$ cat src/rtl/ysyx_23060221_uart_pkg.sv
// Shared constants and FSM state types for the console UART AXI slave.
package ysyx_23060221_uart_pkg;
  localparam logic [1:0]  RESP_OKAY = 2'b00;
  localparam logic [31:0] UART_BASE = 32'ha00003f8;

  typedef enum logic [1:0] {W_IDLE, W_DATA, W_RESP} wr_state_e;
  typedef enum logic {R_IDLE, R_DATA} rd_state_e;
  typedef enum logic [1:0] {TX_IDLE, TX_START, TX_DATA, TX_STOP} tx_state_e;
endpackage

$ cat src/rtl/ysyx_23060221_sync_fifo.sv
// Single-clock FIFO with fall-through read data; DEPTH must be a power of two.
module ysyx_23060221_sync_fifo #(
  parameter int WIDTH = 8,
  parameter int DEPTH = 8
) (
  input  logic                     clk,
  input  logic                     rst_n,
  input  logic                     push,
  input  logic                     pop,
  input  logic [WIDTH-1:0]         din,
  output logic [WIDTH-1:0]         dout,
  output logic                     full,
  output logic                     empty,
  output logic [$clog2(DEPTH):0]   count
);
  localparam int PTR_W = $clog2(DEPTH);
  localparam logic [PTR_W:0] FULL_CNT = DEPTH[PTR_W:0];

  logic [WIDTH-1:0] r_mem [DEPTH];
  logic [PTR_W-1:0] r_wr_ptr;
  logic [PTR_W-1:0] r_rd_ptr;
  logic [PTR_W:0]   r_count;

  always_ff @(posedge clk) begin
    if (push) r_mem[r_wr_ptr] <= din;
  end

  // Pointers wrap naturally because DEPTH is a power of two.
  always_ff @(posedge clk) begin
    if (!rst_n) begin
      r_wr_ptr <= '0;
      r_rd_ptr <= '0;
      r_count  <= '0;
    end else begin
      if (push) r_wr_ptr <= r_wr_ptr + 1'b1;
      if (pop)  r_rd_ptr <= r_rd_ptr + 1'b1;
      case ({push, pop})
        2'b10:   r_count <= r_count + 1'b1;
        2'b01:   r_count <= r_count - 1'b1;
        default: r_count <= r_count;
      endcase
    end
  end

  assign dout  = r_mem[r_rd_ptr];
  assign full  = (r_count == FULL_CNT);
  assign empty = (r_count == '0);
  assign count = r_count;
endmodule

$ cat src/rtl/ysyx_23060221_uart_slave.sv
// AXI4 console slave: write beats feed a TX FIFO drained onto an 8N1 line,
// reads return live {tx_busy, fifo_empty, fifo_full} status.
module ysyx_23060221_uart_slave
  import ysyx_23060221_uart_pkg::*;
#(
  parameter int FIFO_DEPTH   = 8,
  parameter int CLKS_PER_BIT = 16
) (
  input  logic        clk,
  input  logic        rst_n,
  output logic        awready,
  input  logic        awvalid,
  input  logic [31:0] awaddr,
  input  logic [3:0]  awid,
  input  logic [7:0]  awlen,
  input  logic [2:0]  awsize,
  input  logic [1:0]  awburst,
  output logic        wready,
  input  logic        wvalid,
  input  logic [63:0] wdata,
  input  logic [7:0]  wstrb,
  input  logic        wlast,
  input  logic        bready,
  output logic        bvalid,
  output logic [1:0]  bresp,
  output logic [3:0]  bid,
  output logic        arready,
  input  logic        arvalid,
  input  logic [31:0] araddr,
  input  logic [3:0]  arid,
  input  logic [7:0]  arlen,
  input  logic [2:0]  arsize,
  input  logic [1:0]  arburst,
  input  logic        rready,
  output logic        rvalid,
  output logic [1:0]  rresp,
  output logic [63:0] rdata,
  output logic        rlast,
  output logic [3:0]  rid,
  output logic        tx
);
  localparam int CNT_W  = $clog2(FIFO_DEPTH) + 1;
  localparam int BAUD_W = $clog2(CLKS_PER_BIT);
  localparam logic [BAUD_W-1:0] BAUD_LAST = BAUD_W'(CLKS_PER_BIT - 1);

  wr_state_e r_wr_state, w_wr_state_next;
  rd_state_e r_rd_state, w_rd_state_next;
  tx_state_e r_tx_state, w_tx_state_next;

  logic [3:0]        r_bid, r_rid;
  logic [2:0]        r_off;
  logic [7:0]        r_arlen, r_beat;
  logic [BAUD_W-1:0] r_baud, w_baud_next;
  logic [2:0]        r_bit, w_bit_next;
  logic [7:0]        r_shift, w_shift_next;
  logic              r_tx, w_tx_next;

  logic              w_push, w_pop, w_full, w_empty, w_tx_busy, w_rlast;
  logic [7:0]        w_push_data, w_fifo_dout;
  logic [CNT_W-1:0]  w_fifo_count;
  logic              w_unused;

  // The decoder upstream already routed only console traffic here.
  assign w_unused = ^{awaddr[31:3] ^ UART_BASE[31:3], awlen, awsize, awburst,
                      araddr, arsize, arburst, w_fifo_count};

  ysyx_23060221_sync_fifo #(.WIDTH(8), .DEPTH(FIFO_DEPTH)) u_tx_fifo (
    .clk   (clk),
    .rst_n (rst_n),
    .push  (w_push),
    .pop   (w_pop),
    .din   (w_push_data),
    .dout  (w_fifo_dout),
    .full  (w_full),
    .empty (w_empty),
    .count (w_fifo_count)
  );

  always_ff @(posedge clk) begin
    if (!rst_n) begin
      r_wr_state <= W_IDLE;
      r_bid      <= '0;
      r_off      <= '0;
    end else begin
      r_wr_state <= w_wr_state_next;
      if (awvalid && awready) begin
        r_bid <= awid;
        r_off <= awaddr[2:0];
      end
    end
  end

  assign w_push_data = wdata[{r_off, 3'b000} +: 8];

  always_comb begin
    w_wr_state_next = r_wr_state;
    awready = 1'b0;
    wready  = 1'b0;
    bvalid  = 1'b0;
    w_push  = 1'b0;
    case (r_wr_state)
      W_IDLE: begin
        awready = 1'b1;
        if (awvalid) w_wr_state_next = W_DATA;
      end
      W_DATA: begin
        wready = !w_full;
        if (wvalid && !w_full) begin
          w_push = wstrb[r_off];
          if (wlast) w_wr_state_next = W_RESP;
        end
      end
      W_RESP: begin
        bvalid = 1'b1;
        if (bready) w_wr_state_next = W_IDLE;
      end
      default: w_wr_state_next = W_IDLE;
    endcase
  end

  assign bid   = r_bid;
  assign bresp = RESP_OKAY;

  always_ff @(posedge clk) begin
    if (!rst_n) begin
      r_rd_state <= R_IDLE;
      r_rid      <= '0;
      r_arlen    <= '0;
      r_beat     <= '0;
    end else begin
      r_rd_state <= w_rd_state_next;
      if (arvalid && arready) begin
        r_rid   <= arid;
        r_arlen <= arlen;
        r_beat  <= '0;
      end else if (rvalid && rready) begin
        r_beat <= r_beat + 8'd1;
      end
    end
  end

  assign w_rlast = (r_beat == r_arlen);

  always_comb begin
    w_rd_state_next = r_rd_state;
    arready = 1'b0;
    rvalid  = 1'b0;
    rlast   = 1'b0;
    rdata   = '0;
    case (r_rd_state)
      R_IDLE: begin
        arready = 1'b1;
        if (arvalid) w_rd_state_next = R_DATA;
      end
      R_DATA: begin
        rvalid = 1'b1;
        rlast  = w_rlast;
        rdata  = {61'b0, w_tx_busy, w_empty, w_full};
        if (rready && w_rlast) w_rd_state_next = R_IDLE;
      end
      default: w_rd_state_next = R_IDLE;
    endcase
  end

  assign rid   = r_rid;
  assign rresp = RESP_OKAY;

  always_ff @(posedge clk) begin
    if (!rst_n) begin
      r_tx_state <= TX_IDLE;
      r_baud     <= '0;
      r_bit      <= '0;
      r_shift    <= '0;
      r_tx       <= 1'b1;
    end else begin
      r_tx_state <= w_tx_state_next;
      r_baud     <= w_baud_next;
      r_bit      <= w_bit_next;
      r_shift    <= w_shift_next;
      r_tx       <= w_tx_next;
    end
  end

  // The line level is registered from the current state, so it trails the
  // state by one cycle while every bit still lasts CLKS_PER_BIT cycles.
  always_comb begin
    w_tx_state_next = r_tx_state;
    w_baud_next     = r_baud;
    w_bit_next      = r_bit;
    w_shift_next    = r_shift;
    w_pop           = 1'b0;
    w_tx_next       = 1'b1;
    case (r_tx_state)
      TX_IDLE: begin
        w_baud_next = '0;
        if (!w_empty) begin
          w_pop           = 1'b1;
          w_shift_next    = w_fifo_dout;
          w_tx_state_next = TX_START;
        end
      end
      TX_START: begin
        w_tx_next = 1'b0;
        if (r_baud == BAUD_LAST) begin
          w_baud_next     = '0;
          w_bit_next      = '0;
          w_tx_state_next = TX_DATA;
        end else begin
          w_baud_next = r_baud + 1'b1;
        end
      end
      TX_DATA: begin
        w_tx_next = r_shift[0];
        if (r_baud == BAUD_LAST) begin
          w_baud_next  = '0;
          w_shift_next = r_shift >> 1;
          if (r_bit == 3'd7) w_tx_state_next = TX_STOP;
          else               w_bit_next      = r_bit + 3'd1;
        end else begin
          w_baud_next = r_baud + 1'b1;
        end
      end
      TX_STOP: begin
        if (r_baud == BAUD_LAST) begin
          w_baud_next = '0;
          if (!w_empty) begin
            w_pop           = 1'b1;
            w_shift_next    = w_fifo_dout;
            w_tx_state_next = TX_START;
          end else begin
            w_tx_state_next = TX_IDLE;
          end
        end else begin
          w_baud_next = r_baud + 1'b1;
        end
      end
      default: w_tx_state_next = TX_IDLE;
    endcase
  end

  assign w_tx_busy = (r_tx_state != TX_IDLE);
  assign tx        = r_tx;
endmodule

$ cat config.mk
export PLATFORM = sky130hd
export DESIGN_NAME = ysyx_23060221_uart_slave
export DESIGN_NICKNAME = d
export VERILOG_FILES = /design/src/rtl/ysyx_23060221_uart_pkg.sv /design/src/rtl/ysyx_23060221_sync_fifo.sv /design/src/rtl/ysyx_23060221_uart_slave.sv
export SDC_FILE = /design/constraint.sdc
export NUM_CORES = 1
export LEC_CHECK = 0
export ABC_AREA = 0
export BUFFER_PORTS_ARGS = -buffer_cell sky130_fd_sc_hd__buf_4
export CORE_ASPECT_RATIO = 0.7
export CORE_UTILIZATION = 45
export CTS_CLUSTER_DIAMETER = 120
export DETAILED_ROUTE_END_ITERATION = 6
export PLACE_DENSITY = 0.76
export REMOVE_ABC_BUFFERS = 1
export SLEW_MARGIN = 30
export SYNTH_ARGS = -nofsm -noshare
export SYNTH_HDL_FRONTEND = slang
export SYNTH_SLANG_ARGS = --single-unit
export TNS_END_PERCENT = 100
$ cat constraint.sdc
create_clock -name clk -period 3.05 [get_ports clk]
set_clock_uncertainty 0.1 [all_clocks]
set_input_delay 0.305 -clock clk [delete_from_list [all_inputs] [get_ports clk]]
set_output_delay 0.305 -clock clk [all_outputs]
set_load 0.01 [all_outputs]
Yosys cells after proc, flatten, opt, wreduce, memory -nomap -nowiden. Memories as Yosys holds them, arrays and structs flattened. A register that Yosys moved wholly into a read port is not among the register bits. Cells that the tools add are included.

Output and inout port bits: 83. Logic and storage cells: 112. Memories kept: 1. Bits in registers: 58. RAM bits: 64. Input port bits: 178.

Shifts and indexed selects: 1. Bitwise logic cells: 2. Add/subtract/negate cells: 7. Mux-type cells: 45. $lt $le $gt $ge: 1. Equal/unequal tests: 21. Reduce and logical (&&, ||, !) cells: 19.

Memories: u_tx_fifo.r_mem (words 8, bits a word 8, rd ports 1, clocked after Yosys merged registers in 1, write ports 1, line ysyx_23060221_sync_fifo.sv:19) `logic [WIDTH-1:0] r_mem [DEPTH];`.

Operators with widths (number): variable part select 64 x 7 -> 8 bit (1); 2-to-1 mux 8 bit (3); case mux 8 bit (3 select lines) (1); inequality test 2 bit (second input constant) (10); 2-to-1 mux 2 bit (9); 2-to-1 mux 3 bit (6); 2-to-1 mux 1 bit (16); case mux 4 bit (2 select lines) (2); adder 3 x 1 -> 3 bit (second input constant) (3); adder 4 x 1 -> 4 bit (second input constant) (2); adder 8 x 1 -> 8 bit (second input constant) (1); == test 2 bit (second input constant) (4); == test 4 bit (second input constant) (2); == test 8 bit (1); case mux 2 bit (4 select lines) (1); AND reduction 4 bit (2); == test 2 x 1 -> 1 bit (second input constant) (3); case mux 1 bit (2 select lines) (3); case mux 2 bit (3 select lines) (1); case mux 3 bit (2 select lines) (1); nonzero test 2 bit (3); logical AND 1 bit (5); AND reduction 5 bit (1); logical NOT 2 bit (2); 12 further kinds (13).

Logic depth before layout (Yosys ltp). Gate-level depths: netlist of run 1.

Word-level depth: 7. Depth in mapped cells: 12. Gate-level depth less buffers: 11.

By module. A second synthesis of run 1 with hierarchy kept.

Cell total of the unflattened synthesis: 506. Area, all modules: 6408.6 µm².

Modules (own cells, without submodules): ysyx_23060221_uart_slave (cells an instance 342, sequential area each 960.9 µm², area an instance 3278.1 µm², times used 1); ysyx_23060221_sync_fifo (cells an instance 164, sequential area each 2182.1 µm², area an instance 3130.5 µm², times used 1).

Worst setup path after synthesis of run 1. No wires, ideal clock.

Path type: reg2reg. Start: register u_tx_fifo.r_count[1] (netlist: u_tx_fifo.count[1]). End: register u_tx_fifo.r_count[2] (netlist: u_tx_fifo.count[2]). Clock period less this slack: 2.665 ns. Slack: 0.385 ns. Arrival: 2.495 ns. Setup time: 0.070 ns. Cell stages (with the launch flop): 13. Buffers on the path: 1. Required time: 2.880 ns. Cell sequence: dfxtp_1 buf_2 or4b_4 o2111ai_1 nor3_4 inv_4 ha_1 xor2_1 ha_1 a21oi_1 xor2_1 or3_1 a21oi_1.

Longest elaborated chain between the ends: 7. Elaborated cells on any way between the ends: 15. Classes of those cells: add/sub: 2; eq/ne: 3; mux: 6; reduce/logical: 4.

RTL lines: from (decl) (line ysyx_23060221_sync_fifo.sv:22) `logic [PTR_W:0] r_count;`; from (signal assigned) (line ysyx_23060221_sync_fifo.sv:38) `2'b10: r_count <= r_count + 1'b1;`; from (signal assigned) (line ysyx_23060221_sync_fifo.sv:39) `2'b01: r_count <= r_count - 1'b1;`; from (signal assigned) (line ysyx_23060221_sync_fifo.sv:40) `default: r_count <= r_count;`; == test 4 bit (line ysyx_23060221_sync_fifo.sv:46) `assign full = (r_count == FULL_CNT);`; logical NOT 1 bit (line ysyx_23060221_uart_slave.sv:108) `if (wvalid && !w_full) begin`; logical AND 1 bit (line ysyx_23060221_uart_slave.sv:108); 2-to-1 mux 1 bit (line ysyx_23060221_uart_slave.sv:108); 2-to-1 mux 1 bit (line ysyx_23060221_uart_slave.sv:101) `case (r_wr_state)`; == test 2 x 1 -> 1 bit / == test 2 bit (equally long branches) (line ysyx_23060221_sync_fifo.sv:37) `case ({push, pop})`; case mux 4 bit (2 select lines) / nonzero test 2 bit (equally long branches).

Several ways; a longest one is shown, not always the timed one. A chain may end at the register's enable or synchronous reset.

Final worst setup path of run 1.
Start: register u_tx_fifo.r_count[0] (netlist: u_tx_fifo.count[0]). End: register u_tx_fifo.r_count[2] (netlist: u_tx_fifo.count[2]).

Same word-level chain as after synthesis.

==> reports/metrics.cfg, run 1 <==
[clock_network]
cts_max_level=4
cts_tree=yes
cts_buffer_depth=2
cts_buffers=17
holdBufCountCts=0
clock_latency_ns=0.40
clock-sinks=125
clk_pin_slew_ns=0.05
cts-root-buf=clkbuf_16

[drt]
via_per_inst=5.045
routed_wl_um=12900
wire_per_inst_um=15.40
drc_errors=0
drtPass1Iterations=4
postRouteAntennaNets=0
drtIter0Drc=250
vias=4228

[synth]
synth_top_family_by_area=multiplexers
synth.distinct_cells=53
synth_area_um2=6361
yosysSeqAreaShare_pct=49.41
synth-edff-count=64
synthArstFlopShare_pct=0
synthMuxAreaShare_pct=17.66
syn_inst=513
synthFlopType=edfxtp_1
syn_avg_cell_area_um2=12.40
synth_compound_area_share_pct=4.898
yosys.area_share.simple_pct=12.35
ys_warn_count=0
synth_xor_area_share_pct=3.029
synthAdderAreaFrac_pct=2.754
yosys_register_bits=125

[setup_path]
critPathSlowestCell=or4b_4
cp_slowest_stage_delay_ns=0.63
cp_top_family=simple AND/OR/NAND/NOR gates
cp-end-kind=flip-flop
cp.required_ns=3.28
crit_arrival_ns=3.05
path_cells=or4b_4 > o2111ai_2 > nor3_4 > inv_4 > ha_2 > xor2_1 > ha_1 > a21oi_1 > xor2_1 > or3_1 > a21oi_1
cp_num_buf_inv=1
worstPathMaxFanout=10
critPathKind=flip-flop to flip-flop
cp-start-kind=flip-flop

[global_route]
grt.total_usage_pct=18.57
grt_pass1_vias=4317
antenna_found_initial=0
grt_pass1_wl_um=20540
overflow=0
grt_max_degree=30

[timing]
finalHoldViolations=0
worstMarginPinSlew_ns=0.8305
final_max_slew_viol_count=0
final.setup.worst_slack_ns=0.2285
fin_crit_sh_pct=92.51
fin_crit_ns=2.821
fmax_mhz=354.4
relSlewSlack_pct=44.52
grt_setup_unrepaired=false
setup_violations=0

[final_layout]
antenna_cells=0
fillers=1093
drive_gt1_share_pct=33.23
multi_input_area_um2=2859
utilization_pct=57.94
areaGrowthSynthToFinish_pct=22.86
seqCellArea_um2=3144
finalNetCount=832
final_area_um2=7815

[pwr]
swShare_pct=29.03
seqPwrFrac_pct=38.4
comb_power_share_pct=26.7
p_per_area_nw_per_um2=687.3
ir_worst_vdd_uv=544.8
internal_power_uw=3812
switchingPower_uw=1559
leakage_uw=0.002993
clockPowerShare_pct=35.0

[die]
core_area_um2=13490
io_pins=261
die_area_um2=14620
rows=35
die_w_um=144.1
start_util_pct=47.16
die_h_um=101.5

[place]
preCtsSetupSlack_ns=0.01239
gp_congestion=0.7959
port_buffers=116
dpl.hpwl_um=9722
place_area_um2=7231

[hold_path]
hold_class=input pin to flip-flop

[outcome]
status=completed

[run]
cap_viol_max_count=0

## area by class of cell
class,instances,area share (%)
Timing Repair Buffer,132,12.68
Tap cell,185,2.962
Clock buffer,19,5.540
Inverter,8,0.4163
Clock inverter,13,1.585
Multi-Input combinational cell,356,36.58
Sequential cell,125,40.23
## per-stage QoR
step / TNS (ns) / instances / hold WS, ns / total power (µW)
after detailed placement: 0 / 806 / 0.3483 / 3501
after floorplan: -1.012 / 489 / 0.2669 / 3049
after global routing: 0 / 838 / 0.02954 / 5614
after CTS: 0 / 838 / 0.02200 / 5382
final: 0 / 838 / 0.03573 / 5371
after global placement: 0 / 806 / 0.3248 / 3416
## worst paths after layout
kind	slack [ns]	depth (start not counted)	start	endpoint
worst max-delay path	0.23	11	u_tx_fifo.count[0]	u_tx_fifo.count[2]
worst min-delay path	0.04	3	awid[1]	bid[1]
worst max register to register	0.23	11	u_tx_fifo.count[0]	u_tx_fifo.count[2]
worst min register to register	0.35	2	rid[3]	rid[3]
## power by group through the flow
stage,registers (µW),logic [µW],clock network (µW)
global placement,2080,1340,0
global route,2080,1550,1980
finish,2060,1430,1880
detailed placement,2090,1410,0
floorplan,2080,966,0
CTS,2060,1410,1910
## logic make-up (layout without fill, tap and decap cells)
group	count (synthesis)	count (layout)
simple gates	146	146
other cells	1	65
fa+ha+maj	14	14
xor+xnor	22	22
flops	125	125
buf+inv	96	172
compound gates	40	40
mux	69	69
## cell usage after synthesis (9+ instances only)
cell type	instances	share of area, %
a21oi_1	18	1.4
xnor2_1	15	2.1
dfxtp_1	61	19
mux2i_1	26	4.1
nand4_1	14	1.4
mux4_2	28	9.9
nor2_1	34	2.0
nand2_1	46	2.7
ha_1	14	2.8
mux2_2	10	1.8
edfxtp_1	64	30
nor3_1	9	0.71
nand2b_1	9	0.89
buf_4	66	7.8
clkbuf_1	14	0.83
## flip-flops by register name, summed over array words and instances (netlist names), 3 cells and up, named ones only
name,cells
r_baud,4
r_bit,3
u_tx_fifo.r_mem,64
rid,4
r_arlen,8
u_tx_fifo.r_rd_ptr,3
r_shift,8
u_tx_fifo.count,4
u_tx_fifo.r_wr_ptr,3
r_off,3
bid,4
r_beat,8
## timing repair
| action | CTS | global route |
|---|---|---|
| hold endpoints to repair | 0 | 0 |
| setup buffers | 0 | 0 |
| gates resized for setup | 0 | 5 |
| endpoints found under the setup margin | 0 | 1 |
## routing by layer
| metal | track usage, % | vias to the layer above | wire length [µm] |
|---|---|---|---|
| li1 | - | 2009 | - |
| met1 | 22.09 | 2046 | 5376 |
| met4 | 4.910 | 0 | 95 |
| met3 | 4.586 | 8 | 773 |
| met2 | 33.59 | 165 | 6658 |
| met5 | 0 | - | 0 |
## tightest hold or removal path: stages
cell	delay, ns
buf_4	0.08
mux2i_1	0.05
nor2_1	0.07
## layout by cell type, fill, tap and decap left out, types with 2 or more instances in the layout
cell,instances
and2_1,6
clkinv_1,4
nor2_1,34
nor4b_1,2
a21oi_1,18
mux4_2,28
nand2b_1,9
mux2_2,10
bufinv_16,2
xnor2_1,15
xor2_1,7
inv_1,6
nor2b_1,5
dfxtp_1,60
mux4_1,4
o21ai_0,5
nor3_1,8
edfxtp_1,64
mux2i_1,26
a221oi_4,2
clkbuf_1,2
nor4_1,2
nand2_1,46
nand3b_1,2
nor4b_2,4
o221ai_1,7
clkinvlp_4,2
clkbuf_16,17
nand4_1,14
nand3_1,3
clkinv_2,4
conb_1,65
buf_4,132
ha_1,13
Note: power is estimated with default switching activity, not from simulation.
==> inputs of run 2 (changes only) <==
Settings changed: CTS_BUF_LIST set to sky130_fd_sc_hd__clkbuf_2, GPL_TIMING_DRIVEN set to 0.
==> run 2 against run 1 <==
Register-to-register slack worse by 0.05 ns. Core utilization down 0.54 points. Clock-buffer cell count fell by 2. Setup slack worse by 0.048 ns. Worst hold slack better by 0.020 ns. Routed wire length shrank 0.70%. Flip-flop and latch count did not move. Critical path depth unchanged. Total power down 17%. First-iteration DRC count is 20% higher. Via count grew 2.6%. Clock power down 47%. Highest routed layer unchanged.
==> reports/metrics.cfg, run 2 (synthesized netlist as in run 1, its figures left out) <==
[clock_network]
cts_buffer_depth=2  ; unchanged
cts_tree=yes
cts_buffers=17  ; unchanged
clock-sinks=125  ; unchanged
cts-root-buf=clkbuf_2
cts_max_level=4  ; unchanged
clock_latency_ns=0.66  ; +0.26 ns
clk_pin_slew_ns=0.18  ; +0.13 ns

[global_route]
grt.total_usage_pct=18.83  ; +0.26 points
antenna_found_initial=0  ; unchanged
grt_max_degree=35  ; +17%
overflow=0  ; unchanged
grt_pass1_wl_um=20730  ; +0.94%
grt_pass1_vias=4350  ; +0.76%

[final_layout]
final_cell_mix=buf_4 (119), conb_1 (65), edfxtp_1 (64), dfxtp_1 (54), nand2_1 (46)
finalNetCount=848  ; +1.9%
instances_no_fill=854  ; +1.9%
drive_gt1_share_pct=33.03  ; -0.20 points
final_area_um2=7742  ; -0.93%
final_common_cell=buf_4
regMostFlops=u_tx_fifo.r_mem
antenna_cells=0  ; unchanged
largest_reg_flops=64  ; unchanged
utilization_pct=57.40  ; -0.54 points
areaGrowthSynthToFinish_pct=21.72

[setup_path]
path_cells=or4b_4 > o2111ai_1 > nor3_4 > clkinv_4 > ha_2 > xor2_1 > ha_1 > a21oi_1 > xor2_1 > or3_1 > a21oi_1
cp_slowest_stage_delay_ns=0.59  ; -0.04 ns
worstPathMaxFanout=10  ; unchanged
crit_arrival_ns=3.36  ; +0.31 ns
critPathKind=flip-flop to flip-flop
cp-start-kind=flip-flop
cp-end-kind=flip-flop
cp.required_ns=3.54  ; +0.26 ns
critPathSlowestCell=or4b_4
rrSetupSlack_ns=0.18  ; -0.05 ns

[place]
port_buffers=116  ; unchanged
dpl.hpwl_um=9255  ; -4.8%
place_area_um2=7174  ; -0.78%
dp.cells=792  ; -1.7%
gp_congestion=0.7685  ; -3.4%

[drt]
wire_per_inst_um=15.00  ; -2.6%
drc_errors=0  ; unchanged
drtPass1Iterations=4  ; unchanged
via_per_inst=5.078  ; +0.66%
vias=4337  ; +2.6%
drtIter0Drc=301  ; +20%
postRouteAntennaNets=0  ; unchanged
routed_wl_um=12810  ; -0.70%

[die]
die_h_um=101.5  ; unchanged
core_area_um2=13490  ; unchanged
start_util_pct=47.16  ; unchanged
io_pins=261  ; unchanged
rows=35  ; unchanged
die_area_um2=14620  ; unchanged
die_w_um=144.1  ; unchanged

[timing]
fin_tns_setup_ns=0  ; unchanged
grt_setup_unrepaired=false
fin_crit_sh_pct=94.10  ; +1.6 points
fin_crit_ns=2.870  ; +0.04843 ns
whs_ns=0.05567  ; +0.01994 ns
relSlewSlack_pct=40.51  ; -4.0 points
fmax_mhz=348.4  ; -1.7%
finalHoldViolations=0  ; unchanged
final_max_slew_viol_count=0  ; unchanged
worstMarginPinSlew_ns=0.8906  ; +0.06003 ns
setup_violations=0  ; unchanged

[outcome]
status=completed

[pwr]
p_per_area_nw_per_um2=575.6  ; -16%
ir_worst_vdd_uv=289.9  ; -47%
leakage_uw=0.002930  ; -2.1%

[run]
cap_viol_max_count=0  ; unchanged

[hold_path]
hold_class=input pin to flip-flop

[run 2: cell types whose count changed in the layout (fill, tap and decap cells not counted), sizes merged]
cell,change
buf,-11
clkbuf,-2
clkinv,-5
clkinvlp,+2
dlygate4sd3,+27
inv,+5
[run 2: timing repair]
| item | 4_1_cts | 5_1_grt |
|---|---|---|
| hold endpoints to repair | 37 | 0 |
| setup endpoints to repair | 10 | 1 |
| hold buffers | 27 | 0 |
| gates cloned | 0 | 0 |
| resized for setup | 4 | 7 |
| setup buffers | 1 | 2 |
[run 2: power breakdown]
group          total, µW  switching, µW  internal [µW]
combinational       1390            712            678
sequential          2070            147           1930
clock                992            621            371
[run 2: final cells by class]
cell class / instances / area, µm²
fill: 1069 / 5746
sequential: 125 / 3157
multi-input combinational: 356 / 2910
timing repair buffer: 148 / 1180
tap: 185 / 231.5
clock inverter: 15 / 143.9
clock buffer: 17 / 85.08
inverter: 8 / 35.03
[run 2: stage by stage]
stage	setup WS (ns)	total power, µW
floorplan	-0.2353	3049
global placement	-0.8879	3360
CTS	0.02168	4468
global route	0.001006	4714
detailed placement	-0.3227	3453
finish	0.1801	4457
[run 2: layer usage]
layer,global-route usage [%],up-vias,part of all wire [%]
li1,-,2048,-
met1,22.21,2093,42
met2,34.00,178,51
met3,3.357,18,5.5
met4,7.856,0,1.4
met5,0,-,0
[run 2: final timing paths]
check	cells after the start	start	endpoint
worst max register to register	11	u_tx_fifo.count[0]	u_tx_fifo.count[2]
worst min-delay path	5	rready	r_beat[7]
worst max-delay path	11	u_tx_fifo.count[0]	u_tx_fifo.count[2]
worst min register to register	2	rid[3]	rid[3]
[run 2: worst max-delay path, delay by kind of cell (launching register included)]
kind	cells	cell delay (ns)
buf+inv	1	0.15
compound gates	3	0.39
simple gates	3	1.01
fa+ha+maj	2	0.42
xor+xnor	2	0.34
flops	1	0.40
==> inputs of run 3 (changes only) <==
Settings changed: BUFFER_PORTS_ARGS -buffer_cell sky130_fd_sc_hd__buf_4 to unset, CORE_UTILIZATION 45 to 25, DONT_BUFFER_PORTS set to 1, PLACE_DENSITY 0.76 to 0.39.
==> run 3 against run 2 <==
The flow now finishes with violations (design-rule violations). Sequential share of layout area increased by 1.3 points. Core utilization shrank 27 points. Final cell count grew 7.5%. Critical path type unchanged.
==> reports/metrics.cfg, run 3 (synthesized netlist as in run 1, its figures left out) <==
[final_layout]
largest_reg_flops=64  ; unchanged
regMostFlops=u_tx_fifo.r_mem
finalNetCount=771  ; -9.1%
utilization_pct=30.20  ; -27 points
final_common_cell=conb_1
final_cell_mix=conb_1 (65), edfxtp_1 (64), dlygate4sd3_1 (61), dfxtp_1 (55), nand2_1 (46)
final_area_um2=7491  ; -3.2%
instances_no_fill=918  ; +7.5%
drive_gt1_share_pct=18.41  ; -15 points
areaGrowthSynthToFinish_pct=17.76

[setup_path]
r2r_cells=11  ; unchanged
crit_arrival_ns=3.32  ; -0.04 ns
worstPathMaxFanout=10  ; unchanged
rrSetupSlack_ns=0.21  ; +0.03 ns
critPathKind=flip-flop to flip-flop
cp-start-kind=flip-flop
rr_endpoint=u_tx_fifo.count[2]
cp.required_ns=3.53  ; about the same
cp-end-kind=flip-flop
worstReg2RegStart=u_tx_fifo.count[0]

[drt]
routed_wl_um=13040  ; +1.7%
drc_errors=8  ; +8
drtIter0Drc=188  ; -38%
vias=3889  ; -10%
postRouteAntennaNets=0  ; unchanged
wire_per_inst_um=14.20  ; -5.3%
via_per_inst=4.236  ; -17%
drtPass1Iterations=7  ; +3

[clock_network]
clk_pin_slew_ns=0.21  ; +0.03 ns
cts-root-buf=clkbuf_2
clock_latency_ns=0.65  ; about the same
clock-sinks=125  ; unchanged
cts_tree=yes
cts_buffers=17  ; unchanged
cts_max_level=4  ; unchanged
cts_buffer_depth=2  ; unchanged

[hold_path]
hold_class=input pin to flip-flop
hold_start=wdata[34]
whs_endpoint=u_tx_fifo.r_mem[6][2]
hold_depth=2  ; -3

[global_route]
grt_max_degree=35  ; unchanged
overflow=0  ; unchanged
grt_pass1_wl_um=20420  ; -1.5%
antenna_found_initial=1  ; +1
grt.total_usage_pct=10.31  ; -8.5 points
grt_pass1_vias=3950  ; -9.2%

[die]
io_pins=261  ; unchanged
start_util_pct=25.65  ; -22 points
die_h_um=135.5  ; +33%
die_w_um=192.7  ; +34%
rows=48  ; +37%
die_area_um2=26100  ; +78%
core_area_um2=24800  ; +84%

[pwr]
p_total_uw=4576  ; +2.7%
p_per_area_nw_per_um2=610.9  ; +6.1%
leakage_uw=0.002550  ; -13%
ir_worst_vdd_uv=341.4  ; +18%

[outcome]
status=finished, violations left
violations=design-rule violations

[place]
dpl.hpwl_um=9132  ; -1.3%
preCtsSetupSlack_ns=-0.2992  ; +0.02349 ns
dp.cells=819  ; +3.4%
place_area_um2=6509  ; -9.3%
gp_congestion=0.7415  ; -3.5%
port_buffers=0  ; -100%

[timing]
setup_violations=0  ; unchanged
worstMarginPinSlew_ns=0.8301  ; -0.06050 ns
final_max_slew_viol_count=0  ; unchanged
relSlewSlack_pct=44.55  ; +4.0 points
fin_crit_ns=2.838  ; -0.03170 ns
finalHoldViolations=0  ; unchanged
fin_crit_sh_pct=93.06  ; -1.0 points
fmax_mhz=352.3  ; +1.1%
grt_setup_unrepaired=false
final.setup.worst_slack_ns=0.2118  ; +0.03170 ns

[run]
cap_viol_max_count=0  ; unchanged

==> run 3: cell count changes in the layout (fill, tap and decap cells not counted), sizes merged, moves of 2 or more <==
cell	previous run	this run
buf	121	10
dlygate4sd3	27	61
inv	13	9
bufinv	2	4
clkinv	4	6
==> run 3: stage by stage <==
stage               TNS (ns)  hold WS, ns
floorplan             -1.012       0.2669
global placement      -45.56       0.2914
detailed placement   -0.2992       0.2876
CTS                        0     0.004305
global route               0     0.004859
finish                     0      0.08724
==> run 3: metal layers <==
metal	global-route usage, %	share of wire [%]	vias up
met2	16.93	47	135
li1	-	-	1890
met1	13.38	47	1858
met3	2.849	5.5	6
met4	2.493	0.67	0
met5	0	0	-
==> run 3: where the power goes <==
part	total [µW]	internal, µW	leakage (µW)	switching [µW]
sequential	2080	1930	0.00108	153
combinational	1310	610	0.00132	702
clock	1180	543	0.000158	640
total	4580	3080	0.00255	1500
==> run 3: how the worst max path moves through the flow <==
stage | start | to | cells past startpoint
4_1_cts | r_tx_state[0] | u_tx_fifo.count[2] | 11
2_1_floorplan | r_off[0] | u_tx_fifo.count[2] | 11
6_report | u_tx_fifo.count[0] | u_tx_fifo.count[2] | 11
3_3_place_gp | r_off[0] | u_tx_fifo.r_mem[0][6] | 5
5_1_grt | r_tx_state[0] | u_tx_fifo.count[2] | 11
3_5_place_dp | r_off[0] | u_tx_fifo.count[2] | 11
==> run 3: layout make-up <==
| type | count | area (µm²) |
|---|---|---|
| inverter | 8 | 33.78 |
| clock buffer | 18 | 90.09 |
| multi-input combinational | 356 | 2917 |
| timing repair buffer | 71 | 696.9 |
| sequential | 125 | 3153 |
| antenna | 1 | 2.502 |
| fill | 2508 | 17310 |
| tap | 325 | 406.6 |
| clock inverter | 14 | 191.4 |
==> run 3: repair_timing <==
action / CTS / global route
setup endpoints to repair: 1 / 1
endpoints found under the hold margin: 56 / 0
resized for setup: 3 / 6
buffers inserted: 1 / 3
hold buffers: 62 / 0
==> run 3: critical path, cell delays in order (launching register included) <==
cell       delay [ns]
dfxtp_2          0.41
or4b_4           0.61
o2111ai_2        0.15
nor3_4           0.09
inv_4            0.19
ha_2             0.26
xor2_1           0.17
ha_1             0.16
a21oi_1          0.05
xor2_1           0.15
or3_1            0.31
a21oi_1          0.14
